### src/rtl/radar_sched_pkg.sv
// rtl/radar_sched_pkg.sv - shared types and constants for the radar ping scheduler
//
// Purpose: scheduler state encoding, distance width/limit and the saturating
//          distance helper used by radar_ping_scheduler.
// Ports:   none (package).

package radar_sched_pkg;

  typedef enum logic [2:0] {
    S_IDLE    = 3'd0,
    S_TRIGGER = 3'd1,
    S_LISTEN  = 3'd2,
    S_REPORT  = 3'd3,
    S_GUARD   = 3'd4
  } sched_state_t;

  localparam int DIST_W   = 14;
  localparam int DIST_MAX = 16383;
  localparam int MULT_W   = 24;

  // Clamp a wide cycles*metres product into the distance output range.
  function automatic logic [DIST_W-1:0] sat_dist(input logic [MULT_W-1:0] prod);
    if (prod > MULT_W'(DIST_MAX)) begin
      return DIST_W'(DIST_MAX);
    end
    return prod[DIST_W-1:0];
  endfunction

endpackage

### src/rtl/rr_arbiter.sv
// rtl/rr_arbiter.sv - combinational round-robin pick for the ping scheduler
//
// Purpose: selects the lowest requesting index at or above ptr, wrapping
//          around. Holds no state; the pointer lives in the parent.
// Ports:
//   req        in  N_REQ  request vector
//   ptr        in  ID_W   search start index
//   gnt_onehot out N_REQ  one-hot winner (0 when no request)
//   gnt_idx    out ID_W   winner index (0 when no request)
//   gnt_any    out 1      at least one request present

module rr_arbiter #(
  parameter int N_REQ = 4
) (
  input  logic [N_REQ-1:0]         req,
  input  logic [$clog2(N_REQ)-1:0] ptr,
  output logic [N_REQ-1:0]         gnt_onehot,
  output logic [$clog2(N_REQ)-1:0] gnt_idx,
  output logic                     gnt_any
);

  localparam int ID_W = $clog2(N_REQ);

  logic [ID_W-1:0] sel;

  always_comb begin
    gnt_onehot = '0;
    gnt_idx    = '0;
    gnt_any    = 1'b0;
    sel        = '0;
    // Walk outward from ptr; the first hit wins and later hits are masked.
    for (int off = 0; off < N_REQ; off++) begin
      sel = ID_W'((int'(ptr) + off) % N_REQ);
      if (!gnt_any && req[sel]) begin
        gnt_any         = 1'b1;
        gnt_idx         = sel;
        gnt_onehot[sel] = 1'b1;
      end
    end
  end

endmodule

### src/rtl/radar_ping_scheduler.sv
// rtl/radar_ping_scheduler.sv - round-robin time-sharing of one radar TX/RX pair
//
// Purpose: grants one requester per ping, pulses the transmitter, counts echo
//          delay, converts it to a saturating distance and reports it tagged
//          with the requester index.
// Optional feature: define RADAR_PING_STATS_EN to add ping/miss counters.
// Ports:
//   clk                       in  1      system clock
//   rst                       in  1      asynchronous active-low reset
//   req                       in  N_REQ  per-requester ping request (level)
//   radar_echo                in  1      echo detect (only used while listening)
//   grant                     out N_REQ  one-hot owner of the current ping
//   trigger_radar_transmitter out 1      single-cycle transmit pulse
//   distance_to_target        out 14     metres, saturating, held until next result
//   result_valid              out 1      single-cycle result strobe
//   result_hit                out 1      1 = echo, 0 = timeout
//   result_id                 out ID_W   requester index of the result
//   sched_state               out 3      FSM state for debug
//   pings_total               out 16     (RADAR_PING_STATS_EN) results reported
//   misses_total              out 16     (RADAR_PING_STATS_EN) timeouts reported

module radar_ping_scheduler
  import radar_sched_pkg::*;
#(
  parameter int N_REQ            = 4,
  parameter int METERS_PER_CYCLE = 1500,
  parameter int TIMEOUT_CYCLES   = 20,
  parameter int GUARD_CYCLES     = 2
) (
  input  logic                     clk,
  input  logic                     rst,
  input  logic [N_REQ-1:0]         req,
  input  logic                     radar_echo,
  output logic [N_REQ-1:0]         grant,
  output logic                     trigger_radar_transmitter,
  output logic [13:0]              distance_to_target,
  output logic                     result_valid,
  output logic                     result_hit,
  output logic [$clog2(N_REQ)-1:0] result_id,
`ifdef RADAR_PING_STATS_EN
  output logic [15:0]              pings_total,
  output logic [15:0]              misses_total,
`endif
  output logic [2:0]               sched_state
);

  localparam int ID_W = $clog2(N_REQ);

  sched_state_t      state_q, state_d;
  logic [ID_W-1:0]   rr_ptr_q, rr_ptr_d;
  logic [ID_W-1:0]   owner_q, owner_d;
  logic [7:0]        cnt_q, cnt_d;
  logic [N_REQ-1:0]  grant_q, grant_d;
  logic              trig_q, trig_d;
  logic              valid_q, valid_d;
  logic [DIST_W-1:0] dist_q, dist_d;
  logic              hit_q, hit_d;
  logic [ID_W-1:0]   id_q, id_d;
  logic [MULT_W-1:0] prod;

  logic [N_REQ-1:0]  arb_onehot;
  logic [ID_W-1:0]   arb_idx;
  logic              arb_any;

  rr_arbiter #(.N_REQ(N_REQ)) u_arb (
    .req        (req),
    .ptr        (rr_ptr_q),
    .gnt_onehot (arb_onehot),
    .gnt_idx    (arb_idx),
    .gnt_any    (arb_any)
  );

  always_comb begin
    state_d  = state_q;
    rr_ptr_d = rr_ptr_q;
    owner_d  = owner_q;
    cnt_d    = cnt_q;
    grant_d  = grant_q;
    trig_d   = 1'b0;
    valid_d  = 1'b0;
    dist_d   = dist_q;
    hit_d    = hit_q;
    id_d     = id_q;
    prod     = MULT_W'(cnt_q) * MULT_W'(METERS_PER_CYCLE);

    case (state_q)
      S_IDLE: begin
        if (arb_any) begin
          state_d  = S_TRIGGER;
          grant_d  = arb_onehot;
          trig_d   = 1'b1;
          owner_d  = arb_idx;
          cnt_d    = '0;
          rr_ptr_d = (arb_idx == ID_W'(N_REQ - 1)) ? '0 : arb_idx + ID_W'(1);
        end
      end
      S_TRIGGER: begin
        state_d = S_LISTEN;
        cnt_d   = cnt_q + 8'd1;
      end
      S_LISTEN: begin
        // Echo is checked first so it wins over a coincident timeout.
        if (radar_echo) begin
          state_d = S_REPORT;
          valid_d = 1'b1;
          hit_d   = 1'b1;
          dist_d  = sat_dist(prod);
          id_d    = owner_q;
        end else if (cnt_q == 8'(TIMEOUT_CYCLES)) begin
          state_d = S_REPORT;
          valid_d = 1'b1;
          hit_d   = 1'b0;
          dist_d  = '0;
          id_d    = owner_q;
        end else begin
          cnt_d = cnt_q + 8'd1;
        end
      end
      S_REPORT: begin
        grant_d = '0;
        if (GUARD_CYCLES == 0) begin
          state_d = S_IDLE;
        end else begin
          state_d = S_GUARD;
          cnt_d   = 8'd1;
        end
      end
      S_GUARD: begin
        if (cnt_q >= 8'(GUARD_CYCLES)) begin
          state_d = S_IDLE;
        end else begin
          cnt_d = cnt_q + 8'd1;
        end
      end
      default: begin
        state_d = S_IDLE;
        grant_d = '0;
      end
    endcase
  end

  always_ff @(posedge clk or negedge rst) begin
    if (!rst) begin
      state_q  <= S_IDLE;
      rr_ptr_q <= '0;
      owner_q  <= '0;
      cnt_q    <= '0;
      grant_q  <= '0;
      trig_q   <= 1'b0;
      valid_q  <= 1'b0;
      dist_q   <= '0;
      hit_q    <= 1'b0;
      id_q     <= '0;
    end else begin
      state_q  <= state_d;
      rr_ptr_q <= rr_ptr_d;
      owner_q  <= owner_d;
      cnt_q    <= cnt_d;
      grant_q  <= grant_d;
      trig_q   <= trig_d;
      valid_q  <= valid_d;
      dist_q   <= dist_d;
      hit_q    <= hit_d;
      id_q     <= id_d;
    end
  end

`ifdef RADAR_PING_STATS_EN
  logic [15:0] pings_q, pings_d;
  logic [15:0] misses_q, misses_d;

  always_comb begin
    pings_d  = pings_q;
    misses_d = misses_q;
    // valid_d marks the edge that enters REPORT with a fresh result.
    if (valid_d) begin
      if (pings_q != 16'hFFFF) pings_d = pings_q + 16'd1;
      if (!hit_d && misses_q != 16'hFFFF) misses_d = misses_q + 16'd1;
    end
  end

  always_ff @(posedge clk or negedge rst) begin
    if (!rst) begin
      pings_q  <= '0;
      misses_q <= '0;
    end else begin
      pings_q  <= pings_d;
      misses_q <= misses_d;
    end
  end

  assign pings_total  = pings_q;
  assign misses_total = misses_q;
`endif

  assign grant                     = grant_q;
  assign trigger_radar_transmitter = trig_q;
  assign distance_to_target        = dist_q;
  assign result_valid              = valid_q;
  assign result_hit                = hit_q;
  assign result_id                 = id_q;
  assign sched_state               = state_q;

endmodule
### config.mk
export PLATFORM = sky130hd
export DESIGN_NAME = radar_ping_scheduler
export DESIGN_NICKNAME = d
export VERILOG_FILES = /design/src/rtl/radar_sched_pkg.sv /design/src/rtl/rr_arbiter.sv /design/src/rtl/radar_ping_scheduler.sv
export SDC_FILE = /design/constraint.sdc
export NUM_CORES = 1
export LEC_CHECK = 0
export BUFFER_PORTS_ARGS = -buffer_cell sky130_fd_sc_hd__clkbuf_2
export CORE_ASPECT_RATIO = 0.7
export CORE_UTILIZATION = 55
export CTS_CLUSTER_SIZE = 40
export DETAILED_ROUTE_END_ITERATION = 16
export GPL_TIMING_DRIVEN = 0
export PLACE_DENSITY_LB_ADDON = 0.1
export SKIP_LAST_GASP = 1
export SLEW_MARGIN = 10
export SYNTH_ARGS = -nofsm -noshare
export SYNTH_HDL_FRONTEND = slang
export SYNTH_SLANG_ARGS = --single-unit
### constraint.sdc
create_clock -name clk -period 4.6 [get_ports clk]
set_input_delay 0.69 -clock clk [delete_from_list [all_inputs] [get_ports clk]]
set_output_delay 0.69 -clock clk [all_outputs]
set_load 0.01 [all_outputs]
==> impl_metrics.py, run 1 <==
metrics = {
    "floorplan": {
        "rows": 25,
        "io_pins": 33,
        "initial_core_util_pct": 57.1,
        "die_area_um2": 7390,
        "core-area_um2": 6790,
        "die_w_um": 102,
        "fp.dieH_um": 72.2,
    },
    "layout": {
        "layout_common_cells": "55 x inv_1, 49 x ha_1, 31 x dfrtp_1, 31 x clkbuf_2, 23 x a21oi_1",
        "syn_to_final_growth_pct": 19.0,
        "stdcell_area_um2": 4610,
        "mostFrequentLayoutCell": "inv_1",
        "post-route-util_pct": 67.9,
        "insertedDiodeCount": 0,
        "final_nets": 561,
        "drive_gt1_share_pct": 23.2,
    },
    "synth": {
        "synth.avg_cell_area_um2": 9.35,
        "synth-seq-cells": 37,
        "synthCells": 414,
        "ys_warn_count": 0,
        "synth_nets": 501,
        "synth_flop_cell": "dfrtp_1",
        "synth_edf_count": 0,
        "ys_async_sr_fraction_pct": 100,
        "synth_cell_types": 53,
        "netlist_area_um2": 3870,
        "ys_seq_area_share_pct": 23.9,
    },
    "placement": {
        "portBuffers": 31,
        "pre_cts_ws_ps": -357,
        "dp_hpwl_um": 7030,
        "gp_congestion": 0.845,
        "place_area_um2": 4200,
    },
    "global_routing": {
        "grt.total_usage_pct": 26.2,
        "grt_max_degree": 38,
        "grt_antenna_before_repair": 0,
        "grt_first_pass_wirelength_um": 14800,
        "first_global_vias": 2979,
        "grt.overflow.total": 0,
    },
    "run": {
        "drv_cap": 0,
    },
    "critical_path": {
        "startpoint": "cnt_q[6]$_DFFE_PN0P_",
        "worstSetupPathType": "reg -> reg",
        "timing.rr.start": "cnt_q[6]$_DFFE_PN0P_",
        "rrSetupSlack_ps": -180,
        "reg2reg_depth": 16,
        "start_kind": "flip-flop",
        "crit_fanout": 6,
        "regToRegEndpoint": "distance_to_target[8]$_DFFE_PN0P_",
        "required_ps": 4770,
        "worstPathArrival_ps": 4950,
        "cp-end-kind": "flip-flop",
    },
    "timing": {
        "worstMarginPinSlew_ps": 927,
        "hold_viol_final": 0,
        "hold-worst-slack_ps": 478,
        "slew_viol_final": 0,
        "finalSetupViolCount": 13,
        "finalCritPeriodShare_pct": 104,
        "fmax_ghz": 0.209,
        "rsz0062_at_grt": "true",
        "fin_crit_ps": 4780,
        "fin_ws_ps": -178,
        "slew_headroom_pct": 38.2,
        "finClkSkew_ps": 3.94,
    },
    "min_path": {
        "hold_depth": 1,
        "min_to": "result_hit$_DFFE_PN0P_",
        "hp-class": "reg -> reg",
        "min_from": "result_hit$_DFFE_PN0P_",
    },
    "cts": {
        "cts_tree": "built",
        "h-tree-depth": 2,
        "cts-buffers-inserted": 5,
        "cts_root_buf": "clkbuf_8",
        "path_clk_slew_ps": 80,
        "clk_latency_ps": 290,
        "clock-sinks": 37,
        "clk_path_buf_depth": 2,
    },
    "run_status": {
        "failed_checks": "negative setup slack",
        "status": "finished with violations",
    },
    "power_and_ir_drop": {
        "power_density_nw_per_um2": 572,
        "p_leak_uw": 0.00221,
        "vdd_ir_drop_max_v": 0.000379,
    },
    "detailed_routing": {
        "drtAntennaViolNets": 0,
        "routed_wl_um": 9120,
        "vias_per_cell": 5.82,
        "num_vias": 3309,
        "drtIter0Drc": 170,
        "drc": 0,
        "drtPass1Iterations": 4,
        "avgRoutedWirePerCell_um": 16.0,
    },
}
-- per-stage QoR --
stage          setup TNS, ps  std cells  power (uW)
6_report               -2100        569        2630
2_1_floorplan              0        414        1750
3_5_place_dp           -3860        539        2160
3_3_place_gp           -3280        539        2100
4_1_cts                -1890        566        2590
5_1_grt                -3310        569        2890
-- worst max path at each step --
stage                                              end  slack [ps]  cells after the start
finish               distance_to_target[8]$_DFFE_PN0P_        -180                     16
global route        distance_to_target[11]$_DFFE_PN0P_        -280                     16
CTS                  distance_to_target[8]$_DFFE_PN0P_        -170                     16
detailed placement   distance_to_target[5]$_DFFE_PN0P_        -360                     15
global placement    distance_to_target[13]$_DFFE_PN0P_        -290                     16
floorplan           distance_to_target[10]$_DFFE_PN0P_           5                     16
-- worst max-delay path, stage by stage, from the launching register on --
cell	delay, ps
dfrtp_2	460
fa_2	550
inv_2	40
fa_2	520
inv_2	40
fa_2	520
inv_2	40
fa_2	530
inv_2	40
ha_4	240
a21oi_4	190
o21ai_4	100
o21a_4	230
or4b_4	530
a211oi_4	350
buf_6	180
a31oi_1	90
-- cell type report --
cell class | instances | area [um2]
inverter | 61 | 229
sequential | 37 | 933
buffer | 19 | 90.1
clock inverter | 3 | 68.8
multi-input combinational | 297 | 2780
fill | 548 | 2180
timing repair buffer | 53 | 324
tap | 94 | 118
clock buffer | 5 | 68.8
-- power by group --
| part | switching [uW] | internal (uW) |
|---|---|---|
| Clock | 127 | 218 |
| Combinational | 972 | 781 |
| Sequential | 105 | 432 |
-- per-layer routing --
layer	up-vias	part of all wire, %	track usage [%]	routed length [um]
met2	74	42	37.2	3840
met1	1626	53	41.9	4810
met5	-	0	0	0
met3	6	4.5	4.34	412
li1	1603	-	-	-
met4	0	0.62	4.92	57
-- Yosys cell counts (all sizes together) (3+ instances only) --
master / number / area [um2]
xnor2: 7 / 61.3
mux4: 3 / 67.6
nor3b: 3 / 22.5
o41ai: 4 / 35.0
a21oi: 24 / 120
a211oi: 5 / 50.1
nor2b: 5 / 31.3
inv: 61 / 229
nor2: 18 / 67.6
o21ai: 20 / 100
o31ai: 6 / 45.0
xor2: 3 / 26.3
a22o: 4 / 35.0
a22oi: 9 / 67.6
nor3: 8 / 40.0
o21a: 6 / 45.0
dfrtp: 37 / 926
a221oi: 12 / 105
ha: 55 / 688
fa: 25 / 500
and3: 5 / 31.3
a21o: 5 / 37.5
buf: 5 / 33.8
nand2: 17 / 63.8
a31oi: 17 / 106
nand3: 5 / 25.0
clkbuf: 14 / 52.6
nand2b: 3 / 18.8
-- logic make-up after synthesis --
kind of cell	share of synthesized area, %
AO/OA/AOI/OAI	22.4
XOR/XNOR	2.26
adder cells (fa/ha/maj)	30.7
buffers and inverters	8.14
flip-flops	23.9
multiplexers	2.33
AND/OR/NAND/NOR	10.3
-- what timing repair did --
item                                    4_1_cts  5_1_grt
pin swaps                                    20        5
hold buffers                                  0        0
cloned                                        1        0
endpoints found under the setup margin       13       13
endpoints found under the hold margin         0        0
gates resized for setup                      15        8
buffers inserted                             18        3
-- state kept, by name, summed over array words and instances, names as in the netlist, named ones only --
register and flops:
result_id 2, distance_to_target 13, owner_q 2, result_hit 1, cnt_q 8, result_valid 1, rr_ptr_q 1, grant 4
trigger_radar_transmitter 1, sched_state 3
(Power assumes the default switching activity.)
==> run 2, diff against run 1 <==
--- a/config.mk
+++ b/config.mk
@@ -7,11 +7,12 @@
 export LEC_CHECK = 0
 export BUFFER_PORTS_ARGS = -buffer_cell sky130_fd_sc_hd__clkbuf_2
 export CORE_ASPECT_RATIO = 0.7
-export CORE_UTILIZATION = 55
+export CORE_UTILIZATION = 50
 export CTS_CLUSTER_SIZE = 40
 export DETAILED_ROUTE_END_ITERATION = 16
 export GPL_TIMING_DRIVEN = 0
 export PLACE_DENSITY_LB_ADDON = 0.1
+export RECOVER_POWER = 25
 export SKIP_LAST_GASP = 1
 export SLEW_MARGIN = 10
 export SYNTH_ARGS = -nofsm -noshare
==> impl_metrics.py, run 2 (synthesized netlist as in run 1, its figures left out) <==
metrics = {
    "run_status": {
        "status": "finished with violations",
        "failed_checks": "max-capacitance violations, max-slew violations, negative setup slack",
    },
    "timing": {
        "hold_viol_final": 0,
        "rsz0062_at_grt": "true",
        "slew_viol_final": 38,
        "slew_headroom_pct": -32.8,
        "worstMarginPinSlew_ps": 1990,
        "finalSetupViolCount": 13,
        "finalCritPeriodShare_pct": 103,
        "fmax_ghz": 0.211,
        "fin_ws_ps": -146,
        "finClkSkew_ps": 9.03,
        "fin_setup_tns_ps": -1680,
        "fin_crit_ps": 4750,
    },
    "detailed_routing": {
        "routed_wl_um": 9270,
        "drtAntennaViolNets": 0,
        "drc": 0,
        "vias_per_cell": 5.71,
        "drtIter0Drc": 128,
        "drtPass1Iterations": 4,
        "avgRoutedWirePerCell_um": 16.3,
        "num_vias": 3257,
    },
    "cts": {
        "clk_latency_ps": 300,
        "h-tree-depth": 2,
        "cts_tree": "built",
        "clk_path_buf_depth": 2,
        "cts_root_buf": "clkbuf_8",
        "clock-sinks": 37,
        "cts-buffers-inserted": 5,
        "path_clk_slew_ps": 80,
    },
    "placement": {
        "place_area_um2": 4210,
        "gp_congestion": 0.825,
        "dp_hpwl_um": 7210,
        "portBuffers": 31,
    },
    "power_and_ir_drop": {
        "power_density_nw_per_um2": 572,
        "p_leak_uw": 0.00220,
        "power_uw": 2650,
        "vdd_ir_drop_max_v": 0.000351,
    },
    "layout": {
        "drive_gt1_share_pct": 23.9,
        "mostFrequentLayoutCell": "inv_1",
        "seqCellArea_um2": 933,
        "final_nets": 558,
        "syn_to_final_growth_pct": 19.6,
        "post-route-util_pct": 62.7,
        "largest_reg_flops": 13,
        "insertedDiodeCount": 0,
        "multi_input_area_um2": 2810,
        "stdcell_area_um2": 4630,
        "num-fill-cells": 614,
        "layout_common_cells": "54 x inv_1, 49 x ha_1, 31 x clkbuf_2, 31 x dfrtp_1, 23 x a21oi_1",
    },
    "global_routing": {
        "grt_antenna_before_repair": 0,
        "grt_busiest_layer": "met1",
        "met2_usage_pct": 36.1,
        "grt_max_degree": 38,
        "grt_use_met1_pct": 37.3,
        "grt_first_pass_wirelength_um": 15000,
        "grt.total_usage_pct": 24.2,
        "first_global_vias": 2982,
        "use_met3_pct": 4.28,
        "grt.overflow.total": 0,
    },
    "critical_path": {
        "worstPathArrival_ps": 4910,
        "cp-end-kind": "flip-flop",
        "start_kind": "flip-flop",
        "crit_family": "adder cells",
        "crit_chain": "fa_2 -> inv_2 -> fa_2 -> inv_2 -> fa_2 -> inv_2 -> fa_2 -> inv_2 -> ha_4 -> or3_4 -> and3_4 -> o21a_1 -> or4b_4 -> a211oi_4 -> buf_6 -> a31oi_4",
        "slowest_delay_ps": 550,
        "rrSetupSlack_ps": -150,
        "required_ps": 4770,
        "crit_buf_inv": 5,
        "cp_slowest_cell": "fa_2",
        "worstSetupPathType": "reg -> reg",
        "crit_fanout": 6,
    },
    "run": {
        "drv_cap": 1,
    },
    "floorplan": {
        "fp.dieH_um": 75.6,
        "die_w_um": 107,
        "rows": 26,
        "core-area_um2": 7380,
        "initial_core_util_pct": 52.4,
        "io_pins": 33,
        "die_area_um2": 8110,
    },
    "min_path": {
        "hp-class": "reg -> reg",
    },
}
[run 2: metal layers]
metal,wire [um],vias to the layer above
li1,-,1605
met1,4960,1568
met2,3900,78
met3,363,6
met4,44,0
met5,0,-
[run 2: what timing repair did]
item / in CTS / in global routing
hold buffers: 0 / 0
setup buffers: 15 / 3
gates resized for setup: 15 / 20
cloned: 1 / 0
endpoints found under the setup margin: 13 / 13
pin swaps: 24 / 9
[run 2: path summary, 6_finish.rpt]
path | startpoint | endpoint | cells past startpoint
max in group asynchronous | rst | cnt_q[3]$_DFFE_PN0P_ | 1
min in group asynchronous | rst | result_hit$_DFFE_PN0P_ | 1
worst min-delay path | result_hit$_DFFE_PN0P_ | result_hit$_DFFE_PN0P_ | 1
worst max register to register | cnt_q[7]$_DFFE_PN0P_ | distance_to_target[2]$_DFFE_PN0P_ | 16
worst max-delay path | cnt_q[7]$_DFFE_PN0P_ | distance_to_target[2]$_DFFE_PN0P_ | 16
worst min register to register | result_hit$_DFFE_PN0P_ | result_hit$_DFFE_PN0P_ | 1
[run 2: power breakdown]
| group | switching (uW) | internal (uW) | leakage [uW] |
|---|---|---|---|
| Combinational | 986 | 782 | 0.00165 |
| Sequential | 107 | 432 | 0.000478 |
| Clock | 124 | 218 | 0.0000687 |
| Total | 1220 | 1430 | 0.00220 |
[run 2: area by class of cell]
cell class | instances | area share [%]
tap | 98 | 2.65
multi-input combinational | 297 | 60.7
inverter | 61 | 4.94
timing repair buffer | 50 | 6.56
sequential | 37 | 20.1
clock buffer | 5 | 1.49
clock inverter | 3 | 1.49
buffer | 19 | 2.03
[run 2: through the flow]
step	hold WS, ps	cells	setup WS [ps]
3_5_place_dp	478	543	-326
3_3_place_gp	460	543	-290
4_1_cts	497	567	-194
6_report	489	570	-146
2_1_floorplan	394	414	5.09
5_1_grt	520	570	-285
